<file path="src/rtl/v810_bus_target.sv">
// v810_bus_target: memory-side responder on the V810 external bus.
//   Decodes a BASE/MASK window, stretches each hit cycle by WS wait states
//   (READYn high while stalling), drives SZRQn for 16-bit sizing, and maps
//   the bus cycle onto a synchronous SRAM port with a 1-cycle read latency.
// Latency: 2+WS clocks per hit (T0 address, WS waits, one ready clock),
//   extended for as long as DAn stays high once the waits have expired.
// Ports: CLK/RES/CE control; WS wait count; A/D_O/BEn/RW/MRQn/BCYSTn/DAn
//   bus inputs; D_I/READYn/SZRQn shared bus outputs (idle values 0/0/1);
//   MEM_* synchronous SRAM port.
module v810_bus_target #(
  parameter logic [31:0] BASE  = 32'h0000_0000,
  parameter logic [31:0] MASK  = 32'hFFF0_0000,
  parameter int          AW    = 18,
  parameter bit          BUS16 = 1'b0
) (
  input  logic          CLK,
  input  logic          RES,
  input  logic          CE,
  input  logic [3:0]    WS,
  input  logic [31:0]   A,
  input  logic [31:0]   D_O,
  output logic [31:0]   D_I,
  input  logic [3:0]    BEn,
  input  logic          RW,
  input  logic          MRQn,
  input  logic          BCYSTn,
  input  logic          DAn,
  output logic          READYn,
  output logic          SZRQn,
  output logic          MEM_nCE,
  output logic          MEM_nWE,
  output logic [3:0]    MEM_nBE,
  output logic [AW-1:0] MEM_A,
  output logic [31:0]   MEM_DI,
  input  logic [31:0]   MEM_DO
);

  typedef enum logic {S_IDLE = 1'b0, S_ACCESS = 1'b1} state_t;

  state_t        state_q, state_d;
  logic [3:0]    cnt_q, cnt_d;
  logic [AW-1:0] addr_q, addr_d;
  logic [3:0]    ben_q, ben_d;
  logic          rw_q, rw_d;

  logic hit;
  logic hit_out;

  assign hit = ~MRQn & ~BCYSTn & ((A & MASK) == (BASE & MASK));

  // The address-phase bypass is combinational from the bus, so it must be
  // masked while reset is held to keep the memory port quiet.
  assign hit_out = hit & ~RES;

  // Write data is a straight pass-through; MEM_nWE alone qualifies it.
  assign MEM_DI = D_O;

  // State register
  always_ff @(posedge CLK or posedge RES) begin
    if (RES) begin
      state_q <= S_IDLE;
      cnt_q   <= 4'd0;
      addr_q  <= '0;
      ben_q   <= 4'd0;
      rw_q    <= 1'b0;
    end else begin
      state_q <= state_d;
      cnt_q   <= cnt_d;
      addr_q  <= addr_d;
      ben_q   <= ben_d;
      rw_q    <= rw_d;
    end
  end

  // Next-state logic; nothing moves on a clock with CE low.
  always_comb begin
    state_d = state_q;
    cnt_d   = cnt_q;
    addr_d  = addr_q;
    ben_d   = ben_q;
    rw_d    = rw_q;
    if (CE) begin
      case (state_q)
        S_IDLE: begin
          if (hit) begin
            state_d = S_ACCESS;
            cnt_d   = WS;
            addr_d  = A[AW+1:2];
            ben_d   = BEn;
            rw_d    = RW;
          end
        end
        S_ACCESS: begin
          // A BCYSTn seen here is a protocol violation and is ignored.
          if (cnt_q != 4'd0) begin
            cnt_d = cnt_q - 4'd1;
          end else if (!DAn) begin
            state_d = S_IDLE;
          end
        end
        default: state_d = S_IDLE;
      endcase
    end
  end

  // Output logic. Idle values never block the shared READYn/SZRQn/D_I wires.
  always_comb begin
    READYn  = 1'b0;
    SZRQn   = 1'b1;
    D_I     = 32'd0;
    MEM_nCE = 1'b1;
    MEM_nWE = 1'b1;
    MEM_nBE = 4'hF;
    MEM_A   = addr_q;
    case (state_q)
      S_IDLE: begin
        if (hit_out) begin
          // T0: present the address now so read data is ready by T1.
          MEM_nCE = 1'b0;
          MEM_A   = A[AW+1:2];
          MEM_nBE = BEn;
          SZRQn   = ~BUS16;
        end
      end
      S_ACCESS: begin
        MEM_nCE = 1'b0;
        MEM_nBE = ben_q;
        SZRQn   = ~BUS16;
        READYn  = (cnt_q != 4'd0);
        if (cnt_q == 4'd0) begin
          if (rw_q) begin
            D_I = MEM_DO;
          end else begin
            // Strobe only on the completing clock so the SRAM writes once.
            MEM_nWE = DAn;
          end
        end
      end
      default: ;
    endcase
  end

endmodule

</file>
<file path="config.mk">
export PLATFORM = sky130hd
export DESIGN_NAME = v810_bus_target
export DESIGN_NICKNAME = d
export VERILOG_FILES = /design/src/rtl/v810_bus_target.sv
export SDC_FILE = /design/constraint.sdc
export NUM_CORES = 1
export LEC_CHECK = 0
export CORE_MARGIN = 2
export CORE_UTILIZATION = 30
export DETAILED_ROUTE_END_ITERATION = 7
export GPL_TIMING_DRIVEN = 0
export PLACE_DENSITY = 0.81
export SLEW_MARGIN = 0
export SYNTH_ARGS = -nofsm -noshare
export SYNTH_HDL_FRONTEND = slang
export SYNTH_SLANG_ARGS = --single-unit
export TNS_END_PERCENT = 5
</file>
<file path="constraint.sdc">
create_clock -name CLK -period 3.7 [get_ports CLK]
set_clock_uncertainty 0.2 [all_clocks]
set_input_delay 0.37 -clock CLK [delete_from_list [all_inputs] [get_ports CLK]]
set_output_delay 0.37 -clock CLK [all_outputs]
set_load 0.01 [all_outputs]
</file>
==> impl_summary.log, run 1 <==
[metrics] result of the run: finished with violations
[metrics] wire length of the first global-routing pass: 9450 µm
[metrics] maximum achievable frequency: 0.269 GHz
[metrics] count of nets left with antenna violations after detail routing: 0
[metrics] ratio of final minimum period to clock period: 1.00
[metrics] area of the die: between 7000 and 8000 µm²
[metrics] main flop type after synthesis: sky130_fd_sc_hd__dfrtp_1
[metrics] number of storage elements in the synthesis netlist: 28
[metrics] Worst IR Drop VDD: about 150 µV
[metrics] Avg Cell Area, Syn: 10.2 µm²
[metrics] area delta synth->final: 85.2%
[metrics] Cell Count, Final, Fillers Out: 452
[metrics] number of enable-type register cells in the synthesized netlist: 0
[metrics] layout cells sized above 1: 0.266
[metrics] final critical-path setup slack: -0.0179 ns
[metrics] proportion of synthesized chip area in sequential cells: 0.340
[metrics] violations in the final reports: setup timing
[metrics] initial standard-cell utilization of the core: 0.307
[metrics] number of iterations in the first detailed-routing pass: 4
[metrics] register clock-pin slew on the reported worst setup and hold paths: 0.10 ns
[metrics] largest area contributor in the synthesized netlist: sky130_fd_sc_hd__dfrtp_1
[metrics] total of endpoints with negative setup slack in the final report: 2
[metrics] cell area after synthesis: between 2000 and 2500 µm²
[metrics] largest net degree at the start of global routing: 29
[metrics] vias in the first global route: 2021
[metrics] number of levels the H-tree was split into: 1
[metrics] x dimension of the die: a little under 90 µm
[metrics] standard cell area after detailed placement: 3810 µm²
[metrics] Antenna diodes: 0
[metrics] top cell types by occurrence after synthesis: 33 x sky130_fd_sc_hd__buf_4, 32 x sky130_fd_sc_hd__and2_1, 28 x sky130_fd_sc_hd__dfrtp_1
[metrics] Max Cap Violations: 0
[metrics] number of filler instances in the final layout: roughly 600
[metrics] number of primary I/O pins: about 200
[metrics] most common cell in the synthesized netlist: sky130_fd_sc_hd__buf_4
[metrics] launch point of the worst path: A[26]
[metrics] proportion of register bits with asynchronous set or reset after synthesis: 1.00
[metrics] Startpoint Class: primary input
[metrics] max_slew headroom: 0.248
[metrics] global route overflow: 0
[metrics] combined area of the multi-input logic cells: 1040 µm²
[metrics] average wire length per cell after detail routing: 14.1 µm
[metrics] count of pins over their slew limit: 0
[metrics] die boundary height: 86.9 µm
[metrics] CTS tree: yes
[metrics] post-layout net count: 485
[metrics] CP endpoint kind: output pin
[metrics] post-detailed-placement half-perimeter wirelength: ~5500 µm
[metrics] cells after synthesis: 203
[metrics] post-synth top area share: 0.340
[metrics] count of cell types in the netlist: 33
[metrics] antenna violations before repair: 0
[metrics] later-pin clock latency in the skew report: 0.29 ns
[metrics] final-report hold violation count: 0
[metrics] DRC errors left: 0
[metrics] Std-Cell Core Area: 6720 µm²
[metrics] Syn Nets: around 320
[metrics] CTS max path bufs: 2
[metrics] final routed wirelength across all metal layers: around 6400 µm
[metrics] number of buffers inserted during clock tree synthesis: 3
[metrics] cell at the root of the clock tree: sky130_fd_sc_hd__clkbuf_8
[metrics] vias per cell: 4.47
[metrics] slew at the pin closest to its max-slew limit: 1.13 ns
[metrics] gpl congestion: slightly above 0.8
[metrics] final std cell area, no fill: 3820 µm²
[metrics] yosys warns: 0
[metrics] setup repair after global routing missed its margin: yes
[metrics] cell count after placement: 448
[metrics] overall global routing resource usage: 0.158
[metrics] Worst Hold Launch: addr_q[8]
[metrics] # rows: 30
[metrics] violation count after the first detailed-routing iteration: 18
[metrics] worst hold path class: reg2reg
[metrics] number of clock sinks: 28
[metrics] total vias in the final route: 2021
[metrics] count of input and output buffers: 165
[metrics] data arrival time at the worst-slack endpoint: 3.15 ns
[metrics] Seq. cell area: 701 µm²
[metrics] critical path type: in2out
[metrics] r2r startpoint: state_q
[metrics] required arrival time at the worst endpoint: about 3.1 ns
[metrics] cell leakage power: ~1.8 nW
[metrics] top cells by area in the synthesized netlist: sky130_fd_sc_hd__dfrtp_1 34%, sky130_fd_sc_hd__buf_4 12%, sky130_fd_sc_hd__mux2_4 12%, sky130_fd_sc_hd__mux2_2 11%, sky130_fd_sc_hd__and2_1 9.7%
[metrics] highest net fanout along the worst path: 10
[metrics] post-route minimum period: 3.72 ns
[metrics] cell area power density: 191 nW/µm²
[flip-flops by register name, indices dropped and copies added, names as in the netlist]
name	cells
ben_q	4
state_q	1
cnt_q	4
rw_q	1
addr_q	18
[metal layers]
layer  GRT usage  vias up  share of wire
met1       0.161      928           0.34
met3      0.0417        7          0.096
met4      0.0412        0          0.013
met5           0        -              0
met2       0.311      103           0.55
li1            -      983              -
[cell usage in the layout, fill, tap and decap left out, types with 2 or more instances in the layout]
cell,instances
sky130_fd_sc_hd__nor2b_1,2
sky130_fd_sc_hd__mux2i_1,4
sky130_fd_sc_hd__or3_1,2
sky130_fd_sc_hd__inv_1,7
sky130_fd_sc_hd__clkdlybuf4s50_1,143
sky130_fd_sc_hd__dlygate4sd2_1,8
sky130_fd_sc_hd__a2bb2oi_1,4
sky130_fd_sc_hd__nor2_1,9
sky130_fd_sc_hd__and3_1,2
sky130_fd_sc_hd__buf_4,34
sky130_fd_sc_hd__mux2_2,21
sky130_fd_sc_hd__o22ai_1,2
sky130_fd_sc_hd__o21ai_0,5
sky130_fd_sc_hd__mux2_4,16
sky130_fd_sc_hd__dfrtp_1,28
sky130_fd_sc_hd__or4_4,2
sky130_fd_sc_hd__buf_2,2
sky130_fd_sc_hd__clkbuf_8,3
sky130_fd_sc_hd__nand3_1,2
sky130_fd_sc_hd__clkbuf_2,14
sky130_fd_sc_hd__clkbuf_1,5
sky130_fd_sc_hd__and2_1,32
sky130_fd_sc_hd__nand2_1,9
[metrics by stage]
stage	TNS, ns	utilization	setup WS [ns]	hold slack [ns]	power [W]
final	-0.0325	0.569	-0.0179	0.317	0.000731
after floorplan	0	-	0.754	0.235	0.000363
after detailed placement	-4.46	0.568	-0.256	0.294	0.000486
after CTS	-0.0557	0.578	-0.0295	0.319	0.000736
after global placement	-4.09	0.568	-0.235	0.285	0.000483
after global routing	-0.113	0.569	-0.0587	0.336	0.000756
[cell families (layout without fill, tap and decap cells)]
logic type | count (synthesis) | after routing | share of synthesized area
simple gates | 68 | 68 | 0.196
buf+inv | 50 | 219 | 0.160
mux | 41 | 41 | 0.250
flops | 28 | 28 | 0.340
compound gates | 14 | 14 | 0.0455
fa+ha+maj | 1 | 1 | 0.00606
other cells | 1 | 1 | 0.00182
[worst paths after layout]
path	end	slack, ns	cells after the start
worst max-delay path	MEM_A[4]	-0.02	8
worst min-delay path	addr_q[8]	0.32	1
worst max register to register	addr_q[5]	0.98	4
worst min register to register	addr_q[8]	0.32	1
max in group asynchronous	addr_q[14]	2.07	2
min in group asynchronous	ben_q[1]	0.54	2
[layout make-up]
| cell class | count | area share |
|---|---|---|
| repair buffers | 165 | 0.411 |
| inverters | 7 | 0.00688 |
| well taps | 80 | 0.0262 |
| flip-flops and latches | 28 | 0.183 |
| multi-input cells | 125 | 0.272 |
| clock buffers | 3 | 0.0108 |
| clock inverters | 1 | 0.00786 |
| plain buffers | 43 | 0.0812 |
[where the power goes]
group          internal, W  total [W]  switching [W]  leakage [nW]
sequential        0.000307   0.000308    0.000000816         0.365
combinational     0.000127   0.000171      0.0000445          1.39
clock             0.000145   0.000252       0.000106        0.0357
total             0.000579   0.000731       0.000152          1.79
[repair_timing]
item	in CTS	in global routing
resized for setup	39	15
buffers inserted	0	0
endpoints found under the setup margin	22	46
pin swaps	1	0
hold buffers	0	0
[worst max-delay path, stage by stage]
cell and delay (ns):
sky130_fd_sc_hd__clkdlybuf4s50_1 0.40, sky130_fd_sc_hd__or4_4 0.55, sky130_fd_sc_hd__or4b_4 0.59, sky130_fd_sc_hd__or3_1 0.34, sky130_fd_sc_hd__buf_4 0.17, sky130_fd_sc_hd__buf_8 0.15
sky130_fd_sc_hd__mux2_4 0.29, sky130_fd_sc_hd__dlygate4sd2_1 0.29
No activity file was read; power rests on OpenSTA's default activity.
==> run 2: changes to the inputs <==
--- a/config.mk
+++ b/config.mk
@@ -10,6 +10,7 @@
 export DETAILED_ROUTE_END_ITERATION = 7
 export GPL_TIMING_DRIVEN = 0
 export PLACE_DENSITY = 0.81
+export SETUP_SLACK_MARGIN = 0.15
 export SLEW_MARGIN = 0
 export SYNTH_ARGS = -nofsm -noshare
 export SYNTH_HDL_FRONTEND = slang
==> constraint.sdc (replaced) <==
create_clock -name CLK -period 3.61 [get_ports CLK]
set_clock_uncertainty 0.2 [all_clocks]
set_input_delay 0.361 -clock CLK [delete_from_list [all_inputs] [get_ports CLK]]
set_output_delay 0.361 -clock CLK [all_outputs]
set_load 0.005 [all_outputs]
==> run 2 against run 1 <==
Effect of this change:
- the flow now finishes without violations
- clock-buffer cell count did not move
- clock power rose by 2%
- worst setup slack improved by 0.16 ns
- routed wire length rose by 3.0%
- global-route usage rose by 0.34 points
- critical path depth did not move
- via count rose by 2.0%
- critical path type unchanged
- largest cell class unchanged
==> impl_summary.log, run 2 (same netlist as run 1, synthesis figures left out) <==
[metrics] cell area power density: about 180 nW/µm²
[metrics] overall global routing resource usage: 0.161
[metrics] initial standard-cell utilization of the core: 0.307
[metrics] register clock-pin slew on the reported worst setup and hold paths: 0.10 ns
[metrics] total of endpoints with negative setup slack in the final report: 0
[metrics] critical path type: in2out
[metrics] peak per-stage delay on the critical path: 0.56 ns
[metrics] count of input and output buffers: 165
[metrics] most frequent standard cell in the layout excluding fill and tap cells: sky130_fd_sc_hd__clkdlybuf4s50_1
[metrics] flip-flop count of the largest register after layout: 18
[metrics] Biggest register: addr_q
[metrics] slew at the pin closest to its max-slew limit: 1.12 ns
[metrics] post-detailed-placement half-perimeter wirelength: about 5500 µm
[metrics] global route overflow: 0
[metrics] Critical path buffers and inverters: 4
[metrics] Final Total Pwr: 0.000739 W
[metrics] post-route minimum period: around 3.5 ns
[metrics] combined area of the multi-input logic cells: 1060 µm²
[metrics] cell count after placement: 448
[metrics] final-report hold violation count: 0
[metrics] maximum achievable frequency: 0.288 GHz
[metrics] largest registers in the final layout: addr_q: 18 flops, ben_q: 4 flops, cnt_q: 4 flops
[metrics] vias in the first global route: 2088
[metrics] number of primary I/O pins: 201
[metrics] WHS: around 0.32 ns
[metrics] x dimension of the die: 86.9 µm
[metrics] Startpoint Class: primary input
[metrics] CP endpoint kind: output pin
[metrics] die boundary height: 86.9 µm
[metrics] worst hold path class: reg2reg
[metrics] Register-to-Register Setup Slack: about 0.91 ns
[metrics] commonest cells after routing, fill and taps aside: 131 x sky130_fd_sc_hd__clkdlybuf4s50_1, 38 x sky130_fd_sc_hd__buf_4, 32 x sky130_fd_sc_hd__and2_1, 28 x sky130_fd_sc_hd__dfrtp_1, 21 x sky130_fd_sc_hd__mux2_2
[metrics] cell at the root of the clock tree: sky130_fd_sc_hd__clkbuf_8
[metrics] number of iterations in the first detailed-routing pass: 4
[metrics] count of nets left with antenna violations after detail routing: 0
[metrics] largest net degree at the start of global routing: 29
[metrics] Worst IR Drop VDD: 156 µV
[metrics] Seq. cell area: 701 µm²
[metrics] family of cells with the greatest summed delay on the critical path: simple AND/OR/NAND/NOR gates
[metrics] count of pins over their slew limit: 0
[metrics] average wire length per cell after detail routing: 14.3 µm
[metrics] required arrival time at the worst endpoint: 3.05 ns
[metrics] vias per cell: 4.48
[metrics] Cell Count, Final, Fillers Out: 460
[metrics] Std-Cell Core Area: roughly 6700 µm²
[metrics] CTS tree: yes
[metrics] CTS max path bufs: 2
[metrics] # rows: 30
[metrics] cell leakage power: between 1.5 and 2 nW
[metrics] ratio of final minimum period to clock period: 0.961
[metrics] post-layout net count: about 490
[metrics] final routed wirelength across all metal layers: around 6600 µm
[metrics] gpl congestion: 0.828
[metrics] Antenna diodes: 0
[metrics] setup repair after global routing missed its margin: yes
[metrics] violation count after the first detailed-routing iteration: 22
[metrics] later-pin clock latency in the skew report: around 0.28 ns
[metrics] total vias in the final route: 2061
[metrics] area delta synth->final: 95.2%
[metrics] number of filler instances in the final layout: 568
[metrics] Worst Hold Launch: addr_q[13]
[metrics] cell breakdown of the critical path: dlygate4sd2_1, or4_4, or4b_4, or3_4, buf_8, clkbuf_16, mux2_4, clkdlybuf4s15_1
[metrics] launch point of the worst path: A[28]
[metrics] Max Cap Violations: 0
[metrics] antenna violations before repair: 0
[metrics] highest net fanout along the worst path: 5
[metrics] number of levels the H-tree was split into: 1
[metrics] layout cells sized above 1: 0.261
[metrics] slowest stage cell, crit path: sky130_fd_sc_hd__or4b_4
[metrics] wire length of the first global-routing pass: 9690 µm
[metrics] result of the run: complete, no violations
[metrics] max_slew headroom: 0.252
[metrics] DRC errors left: 0
[metrics] data arrival time at the worst-slack endpoint: about 2.9 ns
[metrics] area of the die: approximately 7600 µm²
[metrics] number of clock sinks: 28
[metrics] number of buffers inserted during clock tree synthesis: 3
[metrics] r2r startpoint: state_q
[metrics] hold-fix buffers at CTS: 0
[run 2: changes by cell type in the layout (fill, tap and decap cells not counted), sizes merged]
cell | previous run | this run
dlygate4sd2 | 8 | 9
buf | 38 | 46
dlymetal6s2s | 0 | 2
clkdlybuf4s50 | 143 | 131
clkbuf | 22 | 12
clkdlybuf4s15 | 0 | 19
[run 2: final timing paths]
path	to	cells past startpoint
min	addr_q[13]	1
min reg2reg	addr_q[13]	1
max	MEM_A[10]	8
max in group asynchronous	addr_q[14]	2
max reg2reg	addr_q[5]	4
min in group asynchronous	ben_q[1]	2
[run 2: worst reg2reg max path, cell delays in order (launching register included)]
cell,delay [ns]
sky130_fd_sc_hd__dfrtp_1,0.39
sky130_fd_sc_hd__or4b_2,0.62
sky130_fd_sc_hd__nor4_2,0.62
sky130_fd_sc_hd__buf_2,0.39
sky130_fd_sc_hd__mux2_2,0.37
[run 2: layout make-up]
type	instances	area share
Clock buffer	3	0.0103
Timing Repair Buffer	173	0.432
Clock inverter	1	0.00746
Sequential cell	28	0.174
Tap cell	80	0.0249
Inverter	7	0.00652
Buffer	43	0.0823
Multi-Input combinational cell	125	0.262
[run 2: report_power, final]
group / internal (W) / leakage, nW / total [W] / switching, W
clock: 0.000149 / 0.0357 / 0.000258 / 0.000109
sequential: 0.000314 / 0.365 / 0.000315 / 0.000000978
combinational: 0.000127 / 1.49 / 0.000166 / 0.0000386
total: 0.000590 / 1.89 / 0.000739 / 0.000148
[run 2: stage by stage]
stage	utilization	setup slack (ns)	cell area, µm²	setup TNS [ns]
after detailed placement	0.568	-0.298	3810	-5.34
after CTS	0.592	0.0486	3980	0
after global routing	0.599	0.119	4030	0
final	0.599	0.141	4030	0
after floorplan	-	0.695	2060	0
after global placement	0.568	-0.278	3810	-4.97
[run 2: repair_timing]
| item | in CTS | in global routing |
|---|---|---|
| resized for setup | 51 | 25 |
| buffers inserted | 6 | 0 |
| setup endpoints to repair | 52 | 52 |
| pin swaps | 4 | 5 |
| cloned | 1 | 1 |
[run 2: per-layer routing]
layer	track usage	vias to the layer above	share of wire
met1	0.165	947	0.34
met4	0.0412	0	0.011
li1	-	1000	-
met2	0.320	108	0.55
met5	0	-	0
met3	0.0398	6	0.097
